--- src/rtl/obi_wb_arbiter_if.sv ---
// Bus bundle for the two-port OBI to Wishbone classic arbiter: instruction and
// data OBI ports on one side, the shared Wishbone master bus on the other.
interface obi_wb_arbiter_if #(
  parameter int ADDR_WIDTH = 32
);
  logic                  instr_req_i;
  logic                  instr_gnt_o;
  logic [ADDR_WIDTH-1:0] instr_addr_i;
  logic                  instr_rvalid_o;
  logic [31:0]           instr_rdata_o;
  logic                  instr_err_o;

  logic                  data_req_i;
  logic                  data_gnt_o;
  logic                  data_we_i;
  logic [3:0]            data_be_i;
  logic [ADDR_WIDTH-1:0] data_addr_i;
  logic [31:0]           data_wdata_i;
  logic                  data_rvalid_o;
  logic [31:0]           data_rdata_o;
  logic                  data_err_o;

  logic                  core_cyc;
  logic                  core_stb;
  logic                  core_we;
  logic [3:0]            core_wstrb;
  logic [ADDR_WIDTH-1:0] core_addr;
  logic [31:0]           core_data_out;
  logic [31:0]           core_data_in;
  logic                  core_ack;

  // arbiter side
  modport slave (
    input  instr_req_i, instr_addr_i,
    input  data_req_i, data_we_i, data_be_i, data_addr_i, data_wdata_i,
    input  core_data_in, core_ack,
    output instr_gnt_o, instr_rvalid_o, instr_rdata_o, instr_err_o,
    output data_gnt_o, data_rvalid_o, data_rdata_o, data_err_o,
    output core_cyc, core_stb, core_we, core_wstrb, core_addr, core_data_out
  );

  // core + memory side
  modport master (
    output instr_req_i, instr_addr_i,
    output data_req_i, data_we_i, data_be_i, data_addr_i, data_wdata_i,
    output core_data_in, core_ack,
    input  instr_gnt_o, instr_rvalid_o, instr_rdata_o, instr_err_o,
    input  data_gnt_o, data_rvalid_o, data_rdata_o, data_err_o,
    input  core_cyc, core_stb, core_we, core_wstrb, core_addr, core_data_out
  );
endinterface

--- src/rtl/obi_wb_arbiter.sv ---
// Round-robin arbiter sharing one Wishbone classic master between the
// cv32e40p instruction and data OBI ports, with a bounded-timeout error path.
//
// state | meaning
// IDLE  | arbitrate, grant combinationally, latch the winning request
// BUS   | Wishbone cycle active, wait for ack or timeout
// RESP  | one-cycle rvalid pulse on the owning port
module obi_wb_arbiter #(
  parameter int ADDR_WIDTH = 32,
  parameter int TIMEOUT    = 1024
) (
  input  logic            sys_clk,
  input  logic            rst_n,
  obi_wb_arbiter_if.slave bus
);

  localparam int CW = (TIMEOUT > 0) ? $clog2(TIMEOUT + 1) : 1;
  localparam logic [CW-1:0] CNT_TC = CW'((TIMEOUT > 0) ? TIMEOUT - 1 : 0);

  typedef enum logic [1:0] {IDLE, BUS, RESP} state_t;

  state_t                state_q, state_d;
  logic                  owner_data_q;
  logic                  last_grant_data_q;
  logic [ADDR_WIDTH-1:0] addr_q;
  logic                  we_q;
  logic [3:0]            sel_q;
  logic [31:0]           wdata_q;
  logic [31:0]           instr_rdata_q;
  logic [31:0]           data_rdata_q;
  logic                  err_q;
  logic [CW-1:0]         cnt_q;

  logic instr_win, data_win, timeout_hit;

  // Tie goes to the port that was not granted last.
  always_comb begin
    instr_win   = bus.instr_req_i & (~bus.data_req_i | last_grant_data_q);
    data_win    = bus.data_req_i & (~bus.instr_req_i | ~last_grant_data_q);
    timeout_hit = (TIMEOUT != 0) && (cnt_q == CNT_TC);
  end

  always_ff @(posedge sys_clk or negedge rst_n) begin
    if (!rst_n) state_q <= IDLE;
    else        state_q <= state_d;
  end

  always_comb begin
    state_d = state_q;
    case (state_q)
      IDLE:    if (instr_win | data_win) state_d = BUS;
      BUS:     if (bus.core_ack | timeout_hit) state_d = RESP;
      RESP:    state_d = IDLE;
      default: state_d = IDLE;
    endcase
  end

  // Grants are gated by rst_n so they stay low while reset is asserted.
  always_comb begin
    bus.instr_gnt_o    = instr_win & (state_q == IDLE) & rst_n;
    bus.data_gnt_o     = data_win & (state_q == IDLE) & rst_n;
    bus.core_cyc       = (state_q == BUS);
    bus.core_stb       = (state_q == BUS);
    bus.instr_rvalid_o = (state_q == RESP) & ~owner_data_q;
    bus.data_rvalid_o  = (state_q == RESP) & owner_data_q;
    bus.instr_err_o    = bus.instr_rvalid_o & err_q;
    bus.data_err_o     = bus.data_rvalid_o & err_q;
  end

  assign bus.core_we       = we_q;
  assign bus.core_wstrb    = sel_q;
  assign bus.core_addr     = addr_q;
  assign bus.core_data_out = wdata_q;
  assign bus.instr_rdata_o = instr_rdata_q;
  assign bus.data_rdata_o  = data_rdata_q;

  always_ff @(posedge sys_clk or negedge rst_n) begin
    if (!rst_n) begin
      owner_data_q      <= 1'b0;
      last_grant_data_q <= 1'b1;
      addr_q            <= '0;
      we_q              <= 1'b0;
      sel_q             <= 4'h0;
      wdata_q           <= 32'h0;
      instr_rdata_q     <= 32'h0;
      data_rdata_q      <= 32'h0;
      err_q             <= 1'b0;
      cnt_q             <= '0;
    end else begin
      case (state_q)
        IDLE: begin
          if (instr_win | data_win) begin
            owner_data_q      <= ~instr_win;
            last_grant_data_q <= ~instr_win;
            addr_q            <= instr_win ? bus.instr_addr_i : bus.data_addr_i;
            we_q              <= instr_win ? 1'b0 : bus.data_we_i;
            sel_q             <= instr_win ? 4'hF : bus.data_be_i;
            wdata_q           <= instr_win ? 32'h0 : bus.data_wdata_i;
            cnt_q             <= '0;
          end
        end
        BUS: begin
          // ack wins over a same-cycle timeout
          if (bus.core_ack) begin
            if (owner_data_q) data_rdata_q  <= bus.core_data_in;
            else              instr_rdata_q <= bus.core_data_in;
            err_q <= 1'b0;
          end else if (timeout_hit) begin
            if (owner_data_q) data_rdata_q  <= 32'h0;
            else              instr_rdata_q <= 32'h0;
            err_q <= 1'b1;
          end else if (cnt_q != '1) begin
            cnt_q <= cnt_q + 1'b1;
          end
        end
        default: ;
      endcase
    end
  end

endmodule
--- src/flat_wrapper.sv ---
// flat-port wrapper written by rule: the top's interface ports become plain ports
module obi_wb_arbiter_flat 
#(
  parameter int ADDR_WIDTH = 32,
  parameter int TIMEOUT    = 1024
)
  (sys_clk, rst_n, bus_instr_req_i, bus_instr_addr_i, bus_data_req_i, bus_data_we_i, bus_data_be_i, bus_data_addr_i, bus_data_wdata_i, bus_core_data_in, bus_core_ack, bus_instr_gnt_o, bus_instr_rvalid_o, bus_instr_rdata_o, bus_instr_err_o, bus_data_gnt_o, bus_data_rvalid_o, bus_data_rdata_o, bus_data_err_o, bus_core_cyc, bus_core_stb, bus_core_we, bus_core_wstrb, bus_core_addr, bus_core_data_out);
  obi_wb_arbiter_if #(.ADDR_WIDTH(ADDR_WIDTH)) bus_i ();
  input  logic sys_clk;
  input  logic rst_n;
  input wire logic [$bits(bus_i.instr_req_i)-1:0] bus_instr_req_i;
  input wire logic [$bits(bus_i.instr_addr_i)-1:0] bus_instr_addr_i;
  input wire logic [$bits(bus_i.data_req_i)-1:0] bus_data_req_i;
  input wire logic [$bits(bus_i.data_we_i)-1:0] bus_data_we_i;
  input wire logic [$bits(bus_i.data_be_i)-1:0] bus_data_be_i;
  input wire logic [$bits(bus_i.data_addr_i)-1:0] bus_data_addr_i;
  input wire logic [$bits(bus_i.data_wdata_i)-1:0] bus_data_wdata_i;
  input wire logic [$bits(bus_i.core_data_in)-1:0] bus_core_data_in;
  input wire logic [$bits(bus_i.core_ack)-1:0] bus_core_ack;
  output wire logic [$bits(bus_i.instr_gnt_o)-1:0] bus_instr_gnt_o;
  output wire logic [$bits(bus_i.instr_rvalid_o)-1:0] bus_instr_rvalid_o;
  output wire logic [$bits(bus_i.instr_rdata_o)-1:0] bus_instr_rdata_o;
  output wire logic [$bits(bus_i.instr_err_o)-1:0] bus_instr_err_o;
  output wire logic [$bits(bus_i.data_gnt_o)-1:0] bus_data_gnt_o;
  output wire logic [$bits(bus_i.data_rvalid_o)-1:0] bus_data_rvalid_o;
  output wire logic [$bits(bus_i.data_rdata_o)-1:0] bus_data_rdata_o;
  output wire logic [$bits(bus_i.data_err_o)-1:0] bus_data_err_o;
  output wire logic [$bits(bus_i.core_cyc)-1:0] bus_core_cyc;
  output wire logic [$bits(bus_i.core_stb)-1:0] bus_core_stb;
  output wire logic [$bits(bus_i.core_we)-1:0] bus_core_we;
  output wire logic [$bits(bus_i.core_wstrb)-1:0] bus_core_wstrb;
  output wire logic [$bits(bus_i.core_addr)-1:0] bus_core_addr;
  output wire logic [$bits(bus_i.core_data_out)-1:0] bus_core_data_out;
  assign bus_i.instr_req_i = bus_instr_req_i;
  assign bus_i.instr_addr_i = bus_instr_addr_i;
  assign bus_i.data_req_i = bus_data_req_i;
  assign bus_i.data_we_i = bus_data_we_i;
  assign bus_i.data_be_i = bus_data_be_i;
  assign bus_i.data_addr_i = bus_data_addr_i;
  assign bus_i.data_wdata_i = bus_data_wdata_i;
  assign bus_i.core_data_in = bus_core_data_in;
  assign bus_i.core_ack = bus_core_ack;
  assign bus_instr_gnt_o = bus_i.instr_gnt_o;
  assign bus_instr_rvalid_o = bus_i.instr_rvalid_o;
  assign bus_instr_rdata_o = bus_i.instr_rdata_o;
  assign bus_instr_err_o = bus_i.instr_err_o;
  assign bus_data_gnt_o = bus_i.data_gnt_o;
  assign bus_data_rvalid_o = bus_i.data_rvalid_o;
  assign bus_data_rdata_o = bus_i.data_rdata_o;
  assign bus_data_err_o = bus_i.data_err_o;
  assign bus_core_cyc = bus_i.core_cyc;
  assign bus_core_stb = bus_i.core_stb;
  assign bus_core_we = bus_i.core_we;
  assign bus_core_wstrb = bus_i.core_wstrb;
  assign bus_core_addr = bus_i.core_addr;
  assign bus_core_data_out = bus_i.core_data_out;
  obi_wb_arbiter #(.ADDR_WIDTH(ADDR_WIDTH), .TIMEOUT(TIMEOUT)) u_core (.sys_clk(sys_clk), .rst_n(rst_n), .bus(bus_i));
endmodule
--- config.mk ---
export PLATFORM = sky130hd
export DESIGN_NAME = obi_wb_arbiter_flat
export DESIGN_NICKNAME = d
export VERILOG_FILES = /design/src/rtl/obi_wb_arbiter_if.sv /design/src/rtl/obi_wb_arbiter.sv /design/src/flat_wrapper.sv
export SDC_FILE = /design/constraint.sdc
export NUM_CORES = 1
export LEC_CHECK = 0
export CAP_MARGIN = 25
export CORE_UTILIZATION = 43
export CTS_BUF_LIST = sky130_fd_sc_hd__clkbuf_8
export DETAILED_ROUTE_END_ITERATION = 6
export PLACE_DENSITY = 0.92
export SYNTH_ARGS = -nofsm -noshare
export SYNTH_HDL_FRONTEND = slang
export SYNTH_SLANG_ARGS = --single-unit
--- constraint.sdc ---
create_clock -name sys_clk -period 1.9 [get_ports sys_clk]
set_input_delay 0.57 -clock sys_clk [delete_from_list [all_inputs] [get_ports sys_clk]]
set_output_delay 0.57 -clock sys_clk [all_outputs]
set_load 0.02 [all_outputs]
Word-level counts from Yosys, hierarchy flattened
Cells that the tools add are included.
{"block": "word_totals", "input_bits": 138, "out_inout_bits": 141, "register_bits": 149}
{"block": "op_classes", "addsub": 1, "n_bitwise": 19, "mux": 22, "n_reduce_logical": 9, "n_eq_ne": 9}
{"op": "32-bit two-way mux", "count": 10}
{"op": "11-bit two-way mux", "count": 4}
{"op": "11-bit case mux with 2 select lines", "count": 1}
{"op": "11-bit by 1-bit adder with 11-bit output (second input constant)", "count": 1}
{"op": "11-bit by 10-bit == test with 1-bit output (second input constant)", "count": 1}
{"op": "11-bit inequality test (second input constant)", "count": 1}
{"op": "1-bit bitwise AND", "count": 10}
{"op": "2-bit by 1-bit inequality test with 1-bit output (second input constant)", "count": 3}
{"op": "2-bit AND reduction", "count": 3}
{"op": "3-bit AND reduction", "count": 2}
{"op": "1-bit inverter", "count": 5}
{"op": "5-bit AND reduction", "count": 1}
{"op": "2-bit two-way mux", "count": 2}
{"op": "4-bit two-way mux", "count": 1}
{"op": "2-bit inequality test (second input constant)", "count": 2}
{"op": "1-bit OR", "count": 4}
{"op": "2-bit case mux with 2 select lines", "count": 1}
{"op": "2-bit nonzero test", "count": 2}
{"op": "1-bit two-way mux", "count": 3}
{"op": "2-bit by 1-bit == test with 1-bit output (second input constant)", "count": 1}
{"op": "2-bit == test (second input constant)", "count": 1}
{"op": "2-bit zero test", "count": 1}

Logic depth before layout (Yosys ltp)
Gate-level depths: netlist of the first run.
{"block": "depth", "ltp_word": 6, "mapped_depth": 6}

Least setup slack after synthesis of the first run
Ideal clock, no wire load.
{"block": "synth_path", "path_type": "register -> output", "start": "reg u_core.state_q[1]", "end": "out bus_instr_err_o", "stages_incl_launch_ff": 3, "setup_slack_ns": -0.010, "t_required_ns": 1.330, "t_arrival_ns": 1.340, "path_cell_list": "dfrtp_1 nor3b_1 and2_1"}
{"block": "synth_via", "elab_chain_len": 3}
{"item": "start, declared", "line": "obi_wb_arbiter.sv:22", "text": "state_t state_q, state_d;"}
{"item": "start signal, assigned", "line": "obi_wb_arbiter.sv:45", "text": "else state_q <= state_d;"}
{"item": "2-bit == test", "line": "obi_wb_arbiter.sv:64", "text": "bus.instr_rvalid_o = (state_q == RESP) & ~owner_data_q;"}
{"item": "1-bit bitwise AND", "line": "obi_wb_arbiter.sv:64"}
{"item": "net bus_instr_rvalid_o", "line": "flat_wrapper.sv:21", "text": "output wire logic [$bits(bus_i.instr_rvalid_o)-1:0] bus_instr_rvalid_o;"}
{"item": "1-bit bitwise AND", "line": "obi_wb_arbiter.sv:66", "text": "bus.instr_err_o = bus.instr_rvalid_o & err_q;"}
{"item": "end, declared", "line": "flat_wrapper.sv:23", "text": "output wire logic [$bits(bus_i.instr_err_o)-1:0] bus_instr_err_o;"}
The timed path passes the listed nets, and every way through them passes these cells.

Worst setup path in the final report of the first run
{"block": "layout_path", "start": "reg u_core.last_grant_data_q", "end": "out bus_data_gnt_o"}
{"block": "layout_via", "elab_chain_len": 5}
{"item": "start, declared", "line": "obi_wb_arbiter.sv:24", "text": "logic last_grant_data_q;"}
{"item": "start signal, assigned", "line": "obi_wb_arbiter.sv:94", "text": "last_grant_data_q <= ~instr_win;"}
{"item": "1-bit inverter", "line": "obi_wb_arbiter.sv:39", "text": "data_win = bus.data_req_i & (~bus.instr_req_i | ~last_grant_data_q);"}
{"item": "1-bit OR", "line": "obi_wb_arbiter.sv:39"}
{"item": "1-bit bitwise AND", "line": "obi_wb_arbiter.sv:39"}
{"item": "1-bit bitwise AND (2 in series)", "line": "obi_wb_arbiter.sv:61", "text": "bus.data_gnt_o = data_win & (state_q == IDLE) & rst_n;"}
{"item": "end, declared", "line": "flat_wrapper.sv:24", "text": "output wire logic [$bits(bus_i.data_gnt_o)-1:0] bus_data_gnt_o;"}
No other way between the ends.

==> results by stage, run 1 <==
Global routing:
- For met2 alone, demand over resource in global routing was 0.448.
- The pin count of the biggest net entering global routing is 83.
- The number of global-route vias before repair came to 5565.
- The number of antenna violations at the first check in global routing is 0.
- For this run, the total global-route usage over all layers was measured as 0.267.
- The most utilized layer in the global route result is met2.
- The total grt overflow is 0.
- The met1 demand-to-capacity share in global routing is 0.307.
- The met3 usage is 0.0844.
- The first global-routing pass estimated 29300 um of wire.

Synthesis:
- For this run, the register share of the synthesized area comes to 0.619.
- The number of synthesis warnings is 0.
- The flip-flop and latch count after synthesis is 149.
- The most used flip-flop cell after synthesis is dfrtp_1.
- The number of flops mapped to enable cells by yosys is 0.
- The proportion of register bits with asynchronous set or reset after synthesis is 1.00.
- The area of the mapped netlist is 6030 sq um.
- The average footprint of a synthesized cell is 13.0 sq um.
- After technology mapping, the gate count stands at 464.
- Synthesis instantiated 40 different standard cells from the library.
- The number of nets in the synthesized netlist is 603.

Die:
- Row generation in the floorplan step produced 42 rows.
- The core region is 13500 sq um.
- The horizontal extent of the die is 120 um.
- In this run the vertical extent of the chip is 120 um.
- For this configuration, the core starts out at a cell density of 0.448.
- The die covers 14500 sq um.
- The total I/O pin count is 279.

Timing:
- Setup repair after global routing could not meet its margin everywhere.
- The post-route fraction of the period consumed by the critical path is 1.09.
- The slew at the pin closest to its max-slew limit is 558 ps.
- For the final database, setup skew stands at 15.6 ps.
- The final count of negative-setup-slack endpoints is 6.
- The total count of max-transition violations in the final report was 0.
- The time the worst path needs with I/O delays and setup is 2070 ps.
- The final hold slack is 34.9 ps.
- The worst relative slew slack is 0.628.
- Based on the critical path, the design can be clocked at up to 0.484 GHz.
- The final count of hold timing violations is 0.
- In the post-route analysis, the smallest setup slack over all paths is -166 ps.

Power and ir drop:
- The leakage power figure is 4.58 nW.
- Dividing total power by cell area gives a power density of 1570 nW/um^2.
- The highest ir drop seen on vdd is 0.818 mV.

Run:
- The number of max-capacitance violations reported is 0.

Layout:
- The post-layout net count is 900.
- Relative to the synthesized area, the layout overhead comes to 58.9%.
- The repair_antennas step left the layout with diodes totalling 0.
- In the layout the commonest cells are 147 x dfrtp_1, 134 x dlygate4sd2_1, 133 x clkdlybuf4s50_1.
- Counting the fill cells in the layout gives 936.
- The utilization after layout is 0.712.
- The library cell used most frequently in the layout, excluding fill and tap cells, is dfrtp_1.
- Registers take 3730 sq um.
- Of the cells placed in the final design, the portion with a size suffix greater than 1 is 0.136.
- The multi-input combinational cells in the finished layout cover a total of 2140 sq um.

Setup path:
- The minimum setup slack among reg-to-reg paths is 80 ps.
- The origin of the worst setup path is u_core.last_grant_data_q$_DFFE_PN1P_.
- The worst stage delay on the critical path is 580 ps.
- In this run the critical register-to-register path is captured at u_core.bus.data_rdata_o[23]$_DFFE_PN0P_.
- The beginning of the worst register-to-register path is u_core.cnt_q[1]$_DFFE_PN0P_.
- The element type at the critical path start is a register.
- Of all nets on the critical path, the largest fanout is 2.
- The worst reg-to-reg path cell count is 6.
- The slowest stage cell on the critical path is dfstp_2.
- The worst setup path is captured at a primary output.
- The worst endpoint data arrival time is 1500 ps.
- The signal on the critical path passes through buf_6 -> nand2_4 -> nand3_4 -> nor2_2 -> buf_6.
- The most numerous cell type found on the critical path is buf_6.
- The critical path in this run is classified as register to primary output.
- The category of cells accounting for the largest share of critical-path delay is flip-flops.
- Counting both buffers and inverters, the worst setup path holds a total of 2.
- STA puts the critical path data required time at 1330 ps.

Drt:
- The final antenna-violating net count is 0.
- The routed layout has 5407 vias.
- Dividing the detail-routed via count by the number of cells gives 5.70.
- The total detailed-routing wirelength is 19100 um.
- The length of the first detailed-routing pass in iterations is 5.
- The detailed router's first-iteration violation count is 426.
- The remaining routing DRC violations is 0.
- After detailed routing, the average wire length per cell comes to 20.1 um.

Clock network:
- The clock tree root buffer cell is clkbuf_8.
- The insertion delay to the later sink of the worst-skew pair is 450 ps.
- Counting along the longest clock path gives a buffer depth of 2.
- The clock net in this run drives a total of 149 sinks.
- The clock tree from TritonCTS is done.
- The depth of the CTS H-tree is 4.
- The post-CTS clock slew at the launch and capture registers of the worst setup and hold paths is 90 ps.
- The number of buffers inserted during clock tree synthesis is 17.
- The cts-stage hold buffer count is 0.

Worst hold path:
- The worst min-delay path category is input port to asynchronous set/reset pin.

Placement:
- The total of buffers placed on input and output ports is 278.
- Timing analysis after detailed placement gives a worst setup slack of -917 ps.
- The post-DP HPWL is 13600 um.
- The routability congestion estimate is 0.850.

Run status:
- The run finished, with violations left.
- The final reports fail on negative setup slack.
## repair_timing
action / in CTS / in global routing
pin swaps: 5 / 6
cloned: 0 / 1
buffers inserted: 3 / 7
setup endpoints to repair: 141 / 77
gates resized for setup: 195 / 13
## cell type report
| class | count | share of cell area |
|---|---|---|
| multi-input combinational | 268 | 0.223 |
| timing repair buffer | 319 | 0.319 |
| inverter | 6 | 0.00235 |
| clock inverter | 12 | 0.0162 |
| sequential | 149 | 0.389 |
| tap | 176 | 0.0230 |
| clock buffer | 19 | 0.0273 |
## cell families after synthesis
logic type | count (synthesis) | share of synthesized area
buffers and inverters | 48 | 0.0436
multiplexers | 34 | 0.0565
AO/OA/AOI/OAI | 162 | 0.217
AND/OR/NAND/NOR | 70 | 0.0619
flip-flops | 149 | 0.619
adder cells (fa/ha/maj) | 1 | 0.00208
## state kept, by name (all words and copies together) (netlist names)
signal / count
u_core.bus.core_addr: 32
u_core.bus.core_data_out: 32
u_core.bus.instr_rdata_o: 32
u_core.last_grant_data_q: 1
u_core.cnt_q: 11
u_core.bus.core_we: 1
u_core.owner_data_q: 1
u_core.bus.core_wstrb: 4
u_core.bus.data_rdata_o: 32
u_core.state_q: 2
u_core.err_q: 1
## worst max path at each step
stage,endpoint,depth (start not counted)
floorplan,bus_data_gnt_o,3
global placement,bus_instr_gnt_o,5
detailed placement,bus_instr_gnt_o,5
CTS,bus_data_gnt_o,5
global route,bus_data_gnt_o,5
finish,bus_data_gnt_o,5
## where the power goes
group / switching (mW) / total (mW) / internal (mW)
Sequential: 0.783 / 5.31 / 4.52
Clock: 1.21 / 2.57 / 1.36
Combinational: 4.00 / 7.15 / 3.15
Total: 5.99 / 15.0 / 9.03
## per-layer routing
layer  vias up  wire, um
met5         -         0
met4         0       630
met3        42      1890
met2       313      9490
met1      2681      7090
li1       2371         -
## metrics by stage
| stage | setup TNS (ps) | power, mW | cell area, sq um | cells |
|---|---|---|---|---|
| after floorplan | 0 | 9.15 | 6030 | 464 |
| after global placement | -18210 | 12.9 | 9130 | 906 |
| after detailed placement | -24900 | 13.2 | 9130 | 906 |
| after CTS | -928 | 15.0 | 9440 | 940 |
| after global routing | -1240 | 15.8 | 9580 | 949 |
| final | -744 | 15.0 | 9580 | 949 |
## synth_stat cells, drive strengths merged (2+ instances only)
cell    instances  share of area
nand4           3         0.0042
dfrtp         148           0.61
buf            29          0.032
nor2b           2         0.0025
o21ai          41          0.036
nand2          37          0.023
nor3            2         0.0017
nor3b           2         0.0044
clkbuf         13         0.0081
o31ai           3         0.0037
or3             2         0.0021
a211oi          2         0.0025
and3            3         0.0031
mux2i          34          0.056
a21oi           9         0.0075
or4             2         0.0025
nor2            4         0.0025
and2            4         0.0042
inv             6         0.0037
nand3           6         0.0058
o21a            2         0.0025
o22a            4         0.0058
a32o           64           0.11
a22o           33          0.048
Power figures use the tool's default switching activity.
==> run 2, diff against run 1 <==
--- a/config.mk
+++ b/config.mk
@@ -9,7 +9,7 @@
 export CORE_UTILIZATION = 43
 export CTS_BUF_LIST = sky130_fd_sc_hd__clkbuf_8
 export DETAILED_ROUTE_END_ITERATION = 6
-export PLACE_DENSITY = 0.92
+export PLACE_DENSITY = 0.86
 export SYNTH_ARGS = -nofsm -noshare
 export SYNTH_HDL_FRONTEND = slang
 export SYNTH_SLANG_ARGS = --single-unit
==> results by stage, run 2 (same netlist as run 1, synthesis figures left out) <==
Setup path:
- The maximum fanout along the worst path is 2.
- The endpoint type of the worst setup path is a primary output.
- For flop-to-flop paths, the worst setup slack is 100 ps.
- The worst reg-to-reg path cell count is 6.
- In this run the critical register-to-register path is launched from u_core.cnt_q[1]$_DFFE_PN0P_.
- The largest single stage delay on the critical path is 570 ps.
- The slowest stage cell on the critical path is dfstp_2.
- The critical path goes through buf_6 -> nand2_4 -> nand3_4 -> nor2_4 -> buf_6.
- The cell that appears most often on the critical path is buf_6.
- STA puts the critical path data required time at 1330 ps.
- The destination of the worst register-to-register timing path is u_core.bus.instr_rdata_o[21]$_DFFE_PN0P_.
- Data arrives at the worst endpoint at 1440 ps.
- The element type at the critical path start is a register.
- The worst setup path is of the register to primary output kind.

Clock network:
- The post-CTS clock slew at the launch and capture registers of the worst setup and hold paths is 80 ps.
- In this run the deepest clock path goes through 2 buffers.
- The number of buffers inserted during clock tree synthesis is 17.
- The depth of the CTS H-tree is 4.
- The clock tree root buffer cell is clkbuf_8.
- The clock tree from TritonCTS is done.
- Counting every sink on the clock net gives 149.
- The clock reaches the later pin of the worst-skew pair after 440 ps.

Layout:
- The repair_antennas step left the layout with diodes totalling 0.
- The area growth from synthesis to layout is 57.9%.
- The post-layout net count is 899.
- The library cell used most frequently in the layout, excluding fill and tap cells, is dfrtp_1.
- Of the cells placed in the final design, the portion with a size suffix greater than 1 is 0.133.
- In the layout the commonest cells are 148 x dfrtp_1, 135 x dlygate4sd2_1, 133 x clkdlybuf4s50_1.
- The number of non-filler instances in the completed layout is 949.

Die:
- The full die area is 14500 sq um.
- The core footprint is 13500 sq um.
- For this design the top-level I/O count stands at 279.
- The row count is 42.
- In this run the horizontal extent of the chip is 120 um.
- The initial utilization of the core area, before any placement, comes to 0.448.
- From bottom edge to top edge, the die measures 120 um.

Timing:
- The final-layout setup total negative slack is -463 ps.
- Setup repair after global routing could not meet its margin everywhere.
- Static timing analysis puts the maximum clock frequency at 0.497 GHz.
- The final hold slack is 233 ps.
- The final count of hold timing violations was 0.
- The post-route fraction of the period consumed by the critical path is 1.06.
- The total count of max-transition violations in the final report is 0.
- The time the worst path needs with I/O delays and setup is 2010 ps.
- The clock arrives with 11.4 ps of skew.
- In this run the tightest slew margin relative to its limit is 0.500.
- Setup violations remaining at the end of the flow were counted as 6.
- Setup slack on the critical path of the routed design comes to -110 ps.
- The slew at the pin closest to its max-slew limit is 749 ps.

Power and ir drop:
- Across the VDD grid, the largest voltage drop is 0.755 mV.
- The leakage power figure is 4.56 nW.
- The power consumption is 14.6 mW.
- The power density of the placed cells is 1530 nW/um^2.

Drt:
- The average wire per standard cell is 19.3 um.
- The total detailed-routing wirelength is 18300 um.
- In the routed layout, each cell is associated on average with a via count of 5.54.
- The length of routed met3 wiring is 1780 um.
- In the final routing, the length of wire on met1 measures 6940 um.
- The overall via count from detail_route is 5259.
- The highest routed metal layer is met4.
- The final antenna-violating net count is 0.
- The detailed router's first-iteration violation count is 377.
- The routed design uses 9310 um of met2 wire.
- For this run, the detailed router's first-pass iteration total came to 5.
- For this run, design rule violations remaining after detail routing come to 0.

Run status:
- The flow ran to the end, but the final reports show violations.
- The checks that failed: negative setup slack.

Global routing:
- The total grt overflow is 0.
- For this run, the total global-route usage over all layers was measured as 0.259.
- The number of antenna violations at the first check in global routing came to 0.
- The first global-routing pass estimated 28500 um of wire.
- Entering global routing, the biggest net connects 69 pins.
- The number of global-route vias before repair is 5473.

Placement:
- The total of buffers placed on input and output ports is 278.
- OpenSTA, run right after detailed placement, puts the worst setup slack at -744 ps.
- After detailed placement, the design holds a cell count of 906.
- The routability congestion estimate is 0.856.
- Once detailed placement completed, the half-perimeter wirelength came to 13100 um.

Worst hold path:
- The worst min-delay path category is input port to asynchronous set/reset pin.

Run:
- The number of max-capacitance violations reported is 0.
[run 2: per-layer routing]
| layer | vias up | GRT usage |
|---|---|---|
| met5 | - | 0 |
| met4 | 0 | 0.0887 |
| met3 | 23 | 0.0962 |
| met2 | 258 | 0.448 |
| met1 | 2605 | 0.293 |
| li1 | 2373 | - |
[run 2: critical path: cells and delay by family, from the launching register on]
family / cells / cell delay [ps]
buffers and inverters: 2 / 240
AND/OR/NAND/NOR: 3 / 190
flip-flops: 1 / 570
[run 2: layout make-up]
type | instances | area [sq um]
multi-input cells | 267 | 2130
inverters | 6 | 22.5
fillers | 955 | 3940
flip-flops and latches | 149 | 3730
clock buffers | 18 | 248
well taps | 176 | 220
repair buffers | 319 | 3040
clock inverters | 14 | 123
[run 2: timing repair]
item,CTS,global route
pin swaps,5,6
buffers inserted,9,5
hold buffers,0,0
endpoints found under the setup margin,141,81
resized for setup,190,14
[run 2: through the flow]
stage,cell area (sq um),util
2_1_floorplan,6030,-
6_report,9520,0.707
3_3_place_gp,9110,0.677
4_1_cts,9440,0.702
5_1_grt,9520,0.707
3_5_place_dp,9130,0.679
[run 2: power by group]
group,switching [mW],internal (mW),leakage (nW)
Clock,1.28,0.978,0.188
Sequential,0.760,4.52,1.88
Combinational,3.95,3.08,2.49
Total,5.99,8.58,4.56
[run 2: how the worst max path moves through the flow]
stage | slack [ps] | endpoint | from
3_3_place_gp | -750 | bus_instr_gnt_o | bus_instr_req_i
4_1_cts | -160 | bus_data_gnt_o | u_core.state_q[1]$_DFFE_PN0P_
2_1_floorplan | 120 | bus_data_gnt_o | u_core.state_q[1]$_DFFE_PN0P_
3_5_place_dp | -740 | bus_instr_gnt_o | bus_instr_req_i
6_report | -110 | bus_data_gnt_o | u_core.last_grant_data_q$_DFFE_PN1P_
5_1_grt | -200 | bus_instr_err_o | u_core.state_q[0]$_DFFE_PN0P_
==> run 3, diff against run 2 <==
--- a/config.mk
+++ b/config.mk
@@ -5,11 +5,13 @@
 export SDC_FILE = /design/constraint.sdc
 export NUM_CORES = 1
 export LEC_CHECK = 0
+export ABC_AREA = 1
 export CAP_MARGIN = 25
 export CORE_UTILIZATION = 43
 export CTS_BUF_LIST = sky130_fd_sc_hd__clkbuf_8
 export DETAILED_ROUTE_END_ITERATION = 6
-export PLACE_DENSITY = 0.86
+export PLACE_DENSITY = 0.85
+export SETUP_SLACK_MARGIN = 0.02
 export SYNTH_ARGS = -nofsm -noshare
 export SYNTH_HDL_FRONTEND = slang
 export SYNTH_SLANG_ARGS = --single-unit
==> results by stage, run 3 <==
Run status:
- The flow ran to the end, but the final reports show violations.
- The checks that failed: negative setup slack.

Synthesis:
- The average footprint of a synthesized cell is 10.0 sq um.
- In the synthesized netlist the async set-or-reset flop fraction comes to 1.00.
- The number of nets in the synthesized netlist is 769.
- The synthesized-area fraction occupied by ao, oa, aoi and oai cells came to 0.166.
- Of the total synthesized cell area, the portion taken by AND, OR, NAND and NOR gates is 0.189.
- By count the netlist is led by 198 x nand2_1, 148 x dfrtp_1, 45 x nand3_1, 42 x o21ai_1, 33 x a22o_1.
- The area share of the largest cell type after synthesis is 0.586.
- The top cell type by total area after synthesis is dfrtp_1.
- Yosys printed 0 warnings.
- After synthesis, the cell types taking the most area are dfrtp_1 59%, nand2_1 12%, a22o_1 4.6%.
- By instance count, the leading cell after synthesis is nand2_1.
- Summing every instance area after synthesis gives 6320 sq um.
- The netlist uses 32 different library cells.
- The number of flops mapped to enable cells by yosys is 0.
- The main combinational cell family by area after synthesis is simple AND/OR/NAND/NOR gates.
- The multiplexer share of the synthesized area is 0.
- In the synthesized netlist, the number of instances is 630.
- The flip-flop and latch count after synthesis is 149.
- The fraction of the yosys area taken by sequential cells is 0.590.
- The synthesized-area fraction occupied by adder cells is 0.00198.
- The xor/xnor share of the synthesized area is 0.
- For this run, the leading register cell type out of synthesis is dfrtp_1.

Global routing:
- The pin count of the biggest net entering global routing is 63.
- The number of global-route vias before repair was 5826.
- The most utilized layer in the global route result is met2.
- The total grt overflow is 0.
- The met2 track demand over resource is 0.415.
- The number of antenna violations at the first check in global routing was 4.
- For this run, global-route usage on met3 was measured as 0.0992.
- In the global route stage, met1 resource usage came out at 0.273.
- In the global route stage, overall resource usage came out at 0.248.
- The global-route wire length before repair is 28700 um.

Placement:
- In this run the tool buffered the top-level ports with 278 buffer cells.
- The total cell area at the placement stage is 9440 sq um.
- The number of cells in the design after placement is 1083.
- Routability-driven placement finished with a final weighted congestion of 0.791.
- The worst slack after detailed placement is -745 ps.
- The HPWL after detailed placement is 13200 um.

Clock network:
- The insertion delay to the later sink of the worst-skew pair is 450 ps.
- TritonCTS built the clock tree.
- The number of buffers inserted during clock tree synthesis is 17.
- In this run the deepest clock path goes through 2 buffers.
- CTS placed an instance of clkbuf_8 at the clock tree root.
- The depth of the CTS H-tree is 4.
- The tree built by TritonCTS fans out to 149 sinks.
- After clock tree synthesis, the clock-pin slew on the worst setup and hold paths is 90 ps.

Drt:
- The average wire per standard cell is 16.3 um.
- Across all layers, the routed design uses 5673 vias.
- The first detailed-routing pass took 4 iterations.
- The final antenna-violating net count is 0.
- After the first detailed-routing iteration, the DRC count stood at 299.
- In the routed design, unresolved DRC markers number 0.
- After detailed routing, the number of vias per cell comes to 5.02.
- The final layout contains routed wiring with a total length of 18400 um.

Layout:
- Relative to the synthesized area, the layout overhead comes to 55.3%.
- The number of non-filler instances in the completed layout is 1129.
- In the final layout, the share of cells above drive strength 1 is 0.149.
- The total of fill cells in the finished design is 1125.
- Summing all non-filler instances in the final layout gives an area of 9810 sq um.
- In the layout the commonest cells are 195 x nand2_1, 146 x dfrtp_1, 135 x dlygate4sd2_1.
- The post-layout net count is 1072.
- The commonest non-fill, non-tap cell in the layout is nand2_1.

Timing:
- The clock tree skew after final layout is 8.41 ps.
- For the pin with the worst max-slew slack, the measured transition is 750 ps.
- Setup repair after global routing could not meet its margin everywhere.
- After layout, the worst setup slack is -145 ps.
- Setup violations remaining at the end of the flow were counted as 8.
- The final count of hold timing violations was 0.
- The post-route fraction of the period consumed by the critical path is 1.08.
- The tightest hold path in the finished design has a slack of 120 ps.
- The total count of max-transition violations in the final report is 0.
- Headroom to the max-slew limit came out at 0.500.
- Based on the critical path, the design can be clocked at up to 0.489 GHz.
- The time the worst path needs with I/O delays and setup is 2040 ps.

Setup path:
- The element type at the critical path start is a register.
- On the worst path, the slowest cell contributes a delay of 410 ps.
- At the worst endpoint, the required time is 1330 ps.
- Walking the worst path, the cells encountered are buf_6 -> nor4_4 -> buf_4.
- The minimum setup slack among reg-to-reg paths is 100 ps.
- STA classifies the critical path endpoint as a primary output.
- The worst endpoint data arrival time is 1470 ps.
- The category of cells accounting for the largest share of critical-path delay is flip-flops.
- The count of buffering cells on the critical path with inverters included is 2.
- By startpoint and endpoint, the worst setup path is classified as register to primary output.
- For the worst flop-to-flop path, the logic depth is 12.
- The endpoint identified for the worst register-to-register timing path is u_core.cnt_q[10]$_DFFE_PN0P_.
- The slowest stage cell on the critical path is dfrtp_1.
- In this run the worst path has a maximum fanout of 3.
- In this run the critical register-to-register path is launched from u_core.last_grant_data_q$_DFFE_PN1P_.

Die:
- The row count is 43.
- The full die area is 15200 sq um.
- The total I/O pin count is 279.
- The core footprint is 14100 sq um.
- Measured along the y axis, the die boundary spans 123 um.
- The horizontal extent of the die is 123 um.
- The effective utilization at floorplan is 0.448.

Power and ir drop:
- Across the VDD grid, the largest voltage drop is 0.942 mV.
- The power density of the placed cells is 1510 nW/um^2.
- The leakage power figure is 4.72 nW.

Worst hold path:
- In this run the worst hold path is classified as input port to asynchronous set/reset pin.

Run:
- Max-cap violations in this run came to 0.
==> run 3: what timing repair did <==
item	4_1_cts	5_1_grt
endpoints found under the setup margin	217	9
buffers inserted	8	3
pin swaps	5	3
resized for setup	199	8
hold buffers	0	0
==> run 3: kinds of logic (layout without fill, tap and decap cells) <==
kind of cell    count (synthesis)  after routing
other cells                     0              3
compound gates                145            145
fa+ha+maj                       1              1
buf+inv                        60            376
flops                         149            149
simple gates                  275            275
==> run 3: routing by layer <==
| metal | up-vias | part of all wire |
|---|---|---|
| li1 | 2740 | - |
| met1 | 2678 | 0.39 |
| met2 | 211 | 0.48 |
| met3 | 42 | 0.098 |
| met4 | 2 | 0.034 |
| met5 | - | 0.00071 |
==> run 3: how the worst max path moves through the flow <==
stage,from,end,slack (ps),depth (start not counted)
2_1_floorplan,bus_data_req_i,bus_instr_gnt_o,20,6
3_3_place_gp,bus_data_req_i,bus_instr_gnt_o,-700,7
3_5_place_dp,bus_data_req_i,bus_data_gnt_o,-750,5
4_1_cts,u_core.state_q[0]$_DFFE_PN0P_,bus_data_err_o,-170,2
5_1_grt,u_core.owner_data_q$_DFFE_PN0P_,bus_instr_err_o,-210,3
6_report,u_core.owner_data_q$_DFFE_PN0P_,bus_instr_err_o,-140,3
==> run 3: metrics by stage <==
step | power, mW | util | setup TNS, ps
2_1_floorplan | 9.23 | - | 0
3_3_place_gp | 12.9 | 0.669 | -40640
3_5_place_dp | 13.1 | 0.669 | -43670
4_1_cts | 14.8 | 0.691 | -759
5_1_grt | 15.7 | 0.696 | -1040
6_report | 14.8 | 0.696 | -516
==> run 3: power breakdown <==
group,internal (mW),switching [mW],total [mW]
clock network,1.07,1.31,2.38
logic,3.10,4.13,7.22
registers,4.48,0.713,5.19
total,8.64,6.15,14.8
==> run 3: cell type report <==
class | count | area (sq um) | area share
Timing Repair Buffer | 322 | 3060 | 0.312
Antenna cell | 3 | 7.51 | 0.000765
Multi-Input combinational cell | 421 | 2320 | 0.236
Tap cell | 180 | 225 | 0.0230
Sequential cell | 149 | 3730 | 0.380
Inverter | 22 | 87.6 | 0.00893
Clock buffer | 17 | 234 | 0.0238
Clock inverter | 15 | 144 | 0.0147
